==> config.mk <==
export PLATFORM = sky130hd
export DESIGN_NAME = fifo_8x16_reader
export DESIGN_NICKNAME = d
export VERILOG_FILES = /design/src/rtl/fifo_8x16_reader.sv
export SDC_FILE = /design/constraint.sdc
export NUM_CORES = 1
export LEC_CHECK = 0
export ABC_AREA = 1
export CAP_MARGIN = 15
export CORE_UTILIZATION = 35
export CTS_CLUSTER_DIAMETER = 30
export DETAILED_ROUTE_END_ITERATION = 12
export HOLD_SLACK_MARGIN = 0.1
export SYNTH_ARGS = -nofsm -noshare
export SYNTH_HDL_FRONTEND = slang
export SYNTH_SLANG_ARGS = --single-unit
==> constraint.sdc <==
create_clock -name clk -period 7.1 [get_ports clk]
set_clock_uncertainty 0.2 [all_clocks]
set_input_delay 1.065 -clock clk [delete_from_list [all_inputs] [get_ports clk]]
set_output_delay 1.065 -clock clk [all_outputs]
set_load 0.05 [all_outputs]
==> src/rtl/fifo_8x16_reader.sv <==
// Drain controller for fifo_8x16: pops bytes and presents them on a valid/ready stream,
// hiding the FIFO's one-cycle read latency behind a 2-entry output buffer.
module fifo_8x16_reader #(
    parameter int unsigned DATA_W = 8,
    parameter int unsigned CNT_W  = 16
) (
    input  logic              clk,
    input  logic              rst,
    input  logic              enable,
    input  logic              fifo_empty,
    output logic              fifo_rd_en,
    input  logic [DATA_W-1:0] fifo_data,
    output logic              m_valid,
    input  logic              m_ready,
    output logic [DATA_W-1:0] m_data,
    output logic [CNT_W-1:0]  rd_count,
    output logic              busy
);

    localparam logic [1:0] IDLE = 2'd0;
    localparam logic [1:0] RUN  = 2'd1;
    localparam logic [1:0] STOP = 2'd2;

    logic [1:0]        state_q, state_d;
    logic [1:0]        occ_q, occ_d;
    logic              inflight_q, inflight_d;
    logic [DATA_W-1:0] head_q, head_d;
    logic [DATA_W-1:0] tail_q, tail_d;
    logic [CNT_W-1:0]  cnt_q, cnt_d;
    logic              busy_q, busy_d;
    logic              pop;
    logic [2:0]        pending;

    assign pop     = (occ_q != 2'd0) && m_ready;
    // Slots still claimed after this cycle's pop; a new read needs one free slot.
    assign pending = {1'b0, occ_q} + {2'b00, inflight_q} - {2'b00, pop};

    assign fifo_rd_en = rst && (state_q == RUN) && !fifo_empty && (pending < 3'd2);

    always_comb begin
        state_d = state_q;
        case (state_q)
            IDLE: begin
                if (enable) state_d = RUN;
            end
            RUN: begin
                if (!enable) state_d = STOP;
            end
            STOP: begin
                if (enable) begin
                    state_d = RUN;
                end else if (!inflight_q && (occ_q == 2'd0)) begin
                    state_d = IDLE;
                end
            end
            default: state_d = IDLE;
        endcase
    end

    // Pop shifts the tail forward first, so a same-cycle capture lands behind the survivor.
    always_comb begin
        occ_d  = occ_q;
        head_d = head_q;
        tail_d = tail_q;
        if (pop) begin
            head_d = tail_q;
            occ_d  = occ_q - 2'd1;
        end
        if (inflight_q) begin
            if (occ_d == 2'd0) begin
                head_d = fifo_data;
            end else begin
                tail_d = fifo_data;
            end
            occ_d = occ_d + 2'd1;
        end
    end

    assign inflight_d = fifo_rd_en;
    assign cnt_d      = cnt_q + CNT_W'(pop);
    assign busy_d     = (state_d != IDLE);

    always_ff @(posedge clk or negedge rst) begin
        if (!rst) begin
            state_q    <= IDLE;
            occ_q      <= 2'd0;
            inflight_q <= 1'b0;
            head_q     <= '0;
            tail_q     <= '0;
            cnt_q      <= '0;
            busy_q     <= 1'b0;
        end else begin
            state_q    <= state_d;
            occ_q      <= occ_d;
            inflight_q <= inflight_d;
            head_q     <= head_d;
            tail_q     <= tail_d;
            cnt_q      <= cnt_d;
            busy_q     <= busy_d;
        end
    end

    assign m_valid  = (occ_q != 2'd0);
    assign m_data   = head_q;
    assign rd_count = cnt_q;
    assign busy     = busy_q;

endmodule

==> metrics.txt, run 1 <==
status=finished, final reports clean; final hold violation count=0; final setup vio count=0; I/O Pins=40; element type at the critical path start=input pin; total CTS buffers=5; Hold Path Depth=2; DRT iter0 DRCs=71; hold endpoint=tail_q[4]; worst setup margin=roughly 1800 ps; commonest cells after routing, fill and taps aside=47 x nand2_1, 38 x dfrtp_1, 38 x clkdlybuf4s50_1, 27 x inv_1, 27 x nor2_1; RSZ-0062 raised after global routing=false; via count=~1,400; Filler Cell Count=474; Fin Hold WS=290 ps; Crit path largest cell delay=approximately 870 ps; Die Width=74.0 um; routed length per instance=11.0 um; input/output buffers=39; Yosys cell types=23; most frequent CP cell=nor2_1; Post-Route Setup TNS=0 ps; initial core utilization=between 30% and 40%; core area=0.00485 mm2; Post-CTS Setup Repair Bufs=0; Root Driver=clkbuf_8; Area Overhead vs Synth=29.4%; post-cts repair resize count=0; Worst-Margin Slew=about 860 ps; Pwr per Cell Area=404 mW/mm2; Relative slew margins=42.5%; met1 global-route usage=18.3%; YS warnings=0; CP Capture Type=primary output; layout cells sized above 1=around 8.4%; Sink Count=38; Crit Path Max Fanout=12; final total power=around 950 uW; total grt overflow=0; final WL=~3.5 mm; synthesized net count=224; Top Usage Layer GRT=met2; WP data arrival=3990 ps; Area after DPL=0.00224 mm2; flops & latches, synth=38; Syn Inst Count=206; maximum clock frequency=190 MHz; Leak=between 1 and 1.5 nW; CTS Hold Bufs=0; Crit Path Category=in2out; largest net degree at the start of global routing=40; Placed Cells incl. Taps=308; first-pass GRT wire length=roughly 6.0 mm; Final ANT Viol Nets=0; commonest non-fill, non-tap cell in the layout=nand2_1; post-layout util=48.5%; Ant. Diodes=0; Netlist Area Pre-Place=about 0.0018 mm2; Clock Path Buffers=2; max-cap violations=0; Reg clk slew, reported paths=70 ps; global router's overall resource usage=14.7%; CTS tree=yes; Final min period=5260 ps; CP Cell Sequence=clkdlybuf4s50_1 > inv_1 > nor2_1 > nor2_1 > nor2_1 > nor2_1 > inv_1 > fa_1 > nor2_1 > nor4_1 > clkdlybuf4s50_1; worst path required time=between 5000 and 6000 ps; Crit-path slowest cell=clkdlybuf4s50_1; Hold Startpoint=tail_q[4]; final instance area=0.00235 mm2; Buf+Inv Stages, Crit Path=4; Syn Area/Cell=between 8 and 9 um2; number of antenna violations at the first check in global routing=0; delay-heaviest family, CP=buffers and inverters; Worst-Skew Late Latency=between 200 and 300 ps; number of remaining DRC errors=0; HPWL after detailed placement=2.46 mm; r2r endpoint=rd_count[10]; # nets final=266; met2 Usage GRT=around a quarter; routed vias/inst=4.50; pre-CTS setup slack=1810 ps; Register-to-Register Setup Slack=4280 ps; worst r2r src=occ_q[1]; CTS H-tree lvls=2; Max Slew Vio Count=0; maximum vdd drop=0.188 mV; routability cong.=0.789; crit path from=m_ready; worst min path class=reg2reg; post-synthesis sequential area ratio=52.4%; final cell count without fillers=around 320; vias in the first global route=1,329; Reg2Reg Depth=9; period utilization=about three quarters; routing usage on met3=4.20%; Die ar.=0.00548 mm2; Die Ht=74.0 um; First-pass DRT Iterations=4; row count=25
-- synthesized netlist by cell type (all sizes together) --
cell type | number | area (um2)
or2 | 1 | 6.26
nand2 | 50 | 195
a31oi | 2 | 12.5
buf | 4 | 41.3
xor2 | 5 | 43.8
xnor2 | 3 | 26.3
ha | 4 | 50.1
o22ai | 6 | 37.5
nor3 | 1 | 5.00
nor4 | 1 | 6.26
nor2 | 29 | 114
dfrtp | 38 | 951
inv | 28 | 105
fa | 1 | 20.0
o21ai | 20 | 130
nand3 | 8 | 40.0
nand4 | 5 | 31.3
-- area by class of cell --
| class | count | area (um2) | area share [%] |
|---|---|---|---|
| clock buffers | 7 | 76.3 | 3.25 |
| clock inverters | 1 | 30.0 | 1.28 |
| inverters | 28 | 105 | 4.47 |
| multi-input cells | 136 | 718 | 30.6 |
| flip-flops and latches | 38 | 951 | 40.5 |
| well taps | 67 | 83.8 | 3.57 |
| repair buffers | 39 | 385 | 16.4 |
-- power breakdown --
group | leakage (nW) | internal, mW | total (mW) | switching (mW)
registers | 0.475 | 0.290 | 0.345 | 0.0543
clock network | 0.0524 | 0.105 | 0.179 | 0.0738
logic | 0.544 | 0.151 | 0.426 | 0.275
-- logic make-up (layout without fill, tap and decap cells) --
kind of cell	after synthesis	after routing	share of synthesized area, %
AOI/OAI and AO/OA	28	28	9.92
xor gates and xnor gates	8	8	3.86
adders and majority gates	5	5	3.86
buffers and inverters	32	75	8.06
DFF	38	38	52.4
and+or+nand+nor	95	95	21.9
-- worst min-delay path, stage by stage, from the launching register on --
cell,delay [ps]
dfrtp_1,350
nand2_1,70
o21ai_2,50
-- per-layer routing --
layer / part of all wire, % / up-vias
met5: 0 / -
met4: 1.7 / 0
met3: 4.4 / 6
met2: 45 / 32
met1: 49 / 642
li1: - / 742
-- how the worst max path moves through the flow --
stage / end / slack (ps) / cells after the start
3_5_place_dp: fifo_rd_en / 1810 / 11
3_3_place_gp: fifo_rd_en / 1930 / 11
6_report: fifo_rd_en / 1840 / 11
5_1_grt: fifo_rd_en / 1530 / 11
4_1_cts: fifo_rd_en / 1810 / 11
2_1_floorplan: fifo_rd_en / 2150 / 11
-- flip-flops by register name, summed over array words and instances (netlist names) --
signal	count
rd_count	16
busy	1
tail_q	8
inflight_q	1
occ_q	2
m_data	8
state_q	2
(Power assumes the default switching activity.)
==> inputs of run 2 (changes only) <==
Clock period 7.1 ns to 4.4 ns, I/O delays scaled along.
==> metrics.txt, run 2 (same netlist as run 1, synthesis figures left out) <==
global router's overall resource usage=14.3% (-0.40 points); final setup vio count=0 (unchanged); CTS Hold Bufs=0 (unchanged); post-cts repair resize count=0 (unchanged); commonest cells after routing, fill and taps aside=47 x nand2_1, 38 x dfrtp_1, 37 x clkdlybuf4s50_1, 27 x inv_1, 27 x nor2_1; Ant. Diodes=0 (unchanged); Area after DPL=0.00227 mm2 (+1.4%); Placed Cells incl. Taps=310 (+0.65%); Root Driver=clkbuf_8; routed vias/inst=4.50 (unchanged); number of remaining DRC errors=0 (unchanged); routability cong.=0.771 (-2.3%); Worst-Skew Late Latency=280 ps (about the same); CP Capture Type=primary output; initial core utilization=37.4% (unchanged); Final min period=roughly 3700 ps; worst path required time=3540 ps (-2290 ps); input/output buffers=39 (unchanged); first-pass GRT wire length=6.00 mm (+0.12%); Sink Count=38 (unchanged); Post-Route Setup TNS=0 ps (unchanged); # nets final=268 (+0.75%); Post-CTS Setup Repair Bufs=0 (unchanged); commonest non-fill, non-tap cell in the layout=nand2_1; Fin Hold WS=232 ps (-58.1 ps); Filler Cell Count=472 (-0.42%); largest net degree at the start of global routing=39 (-2.5%); HPWL after detailed placement=2.53 mm (+2.9%); WP data arrival=2870 ps (-1120 ps); worst min path class=in2async; final hold violation count=0 (unchanged); Area Overhead vs Synth=30.3%; Worst-Margin Slew=704 ps (-159 ps); RSZ-0062 raised after global routing=false; final WL=3.49 mm (about the same); max-cap violations=0 (unchanged); Clock Path Buffers=2 (unchanged); Largest register FFs=16 (unchanged); Die Ht=74.0 um (unchanged); maximum vdd drop=0.287 mV (+53%); total grt overflow=0 (unchanged); maximum clock frequency=approximately 270 MHz; number of antenna violations at the first check in global routing=0 (unchanged); total CTS buffers=5 (unchanged); DRT iter0 DRCs=99 (+39%); Final ANT Viol Nets=0 (unchanged); First-pass DRT Iterations=4 (unchanged); Die ar.=0.00548 mm2 (unchanged); period utilization=84.8%; routed length per instance=11.0 um (-0.60%); Pwr per Cell Area=634 mW/mm2 (+57%); CTS tree=yes; via count=1,431 (+0.63%); final instance area=0.00237 mm2 (+0.69%); Crit Path Category=in2out; element type at the critical path start=input pin; Crit Path Max Fanout=10 (-2); CTS H-tree lvls=2 (unchanged); Reg clk slew, reported paths=70 ps (about the same); Leak=1.08 nW (+0.99%); status=finished, final reports clean; core area=0.00485 mm2 (unchanged); Relative slew margins=53.1% (+11 points); I/O Pins=40 (unchanged); Max Slew Vio Count=0 (unchanged); vias in the first global route=1,353 (+1.8%); Die Width=74.0 um (unchanged); layout cells sized above 1=10.4% (+1.9 points); final cell count without fillers=318 (+0.63%); row count=25 (unchanged)
## run 2: cell types whose count changed in the layout (fill, tap and decap cells not counted), sizes merged
cell           delta
bufinv            -1
buf               +3
clkdlybuf4s50     -1
clkinv            +1
## run 2: worst max-delay path, stage by stage
cell,delay [ps]
clkdlybuf4s50_1,500
nand2_2,160
nor2_1,240
nor2_1,80
nor2_1,120
inv_1,70
fa_1,480
nand3_1,90
nor4_2,290
buf_12,190
## run 2: metrics by stage
stage	util [%]	setup WS, ps	power, mW
5_1_grt	48.8	485	1.60
3_3_place_gp	46.9	709	1.26
3_5_place_dp	46.9	644	1.27
4_1_cts	48.8	641	1.52
6_report	48.8	667	1.50
2_1_floorplan	-	457	1.04
## run 2: cell type report
cell class | instances | area (um2) | share of cell area (%)
Sequential cell | 38 | 951 | 40.2
Multi-Input combinational cell | 136 | 724 | 30.6
Timing Repair Buffer | 41 | 410 | 17.3
Inverter | 28 | 105 | 4.44
Clock buffer | 7 | 86.3 | 3.65
Tap cell | 67 | 83.8 | 3.54
Clock inverter | 1 | 5.00 | 0.212
## run 2: final timing paths
kind	startpoint	to	slack, ps	depth (start not counted)
max in group asynchronous	rst	m_data[2]	3430	2
min in group clk	tail_q[1]	tail_q[1]	290	2
min reg2reg	tail_q[1]	tail_q[1]	290	2
min	rst	rd_count[3]	230	2
max	m_ready	fifo_rd_en	670	10
max reg2reg	occ_q[0]	inflight_q	1780	11
## run 2: metal layers
layer  up-vias  track usage (%)  share of wire [%]
met5         -                0                  0
met4         0             3.21               0.60
met3         5             4.34                5.0
met2        39             23.6                 43
met1       646             18.6                 51
li1        741                -                  -
## run 2: report_power, final
| group | switching (mW) | internal (mW) | leakage (nW) |
|---|---|---|---|
| combinational | 0.447 | 0.251 | 0.559 |
| clock | 0.119 | 0.126 | 0.0482 |
| sequential | 0.0898 | 0.468 | 0.475 |
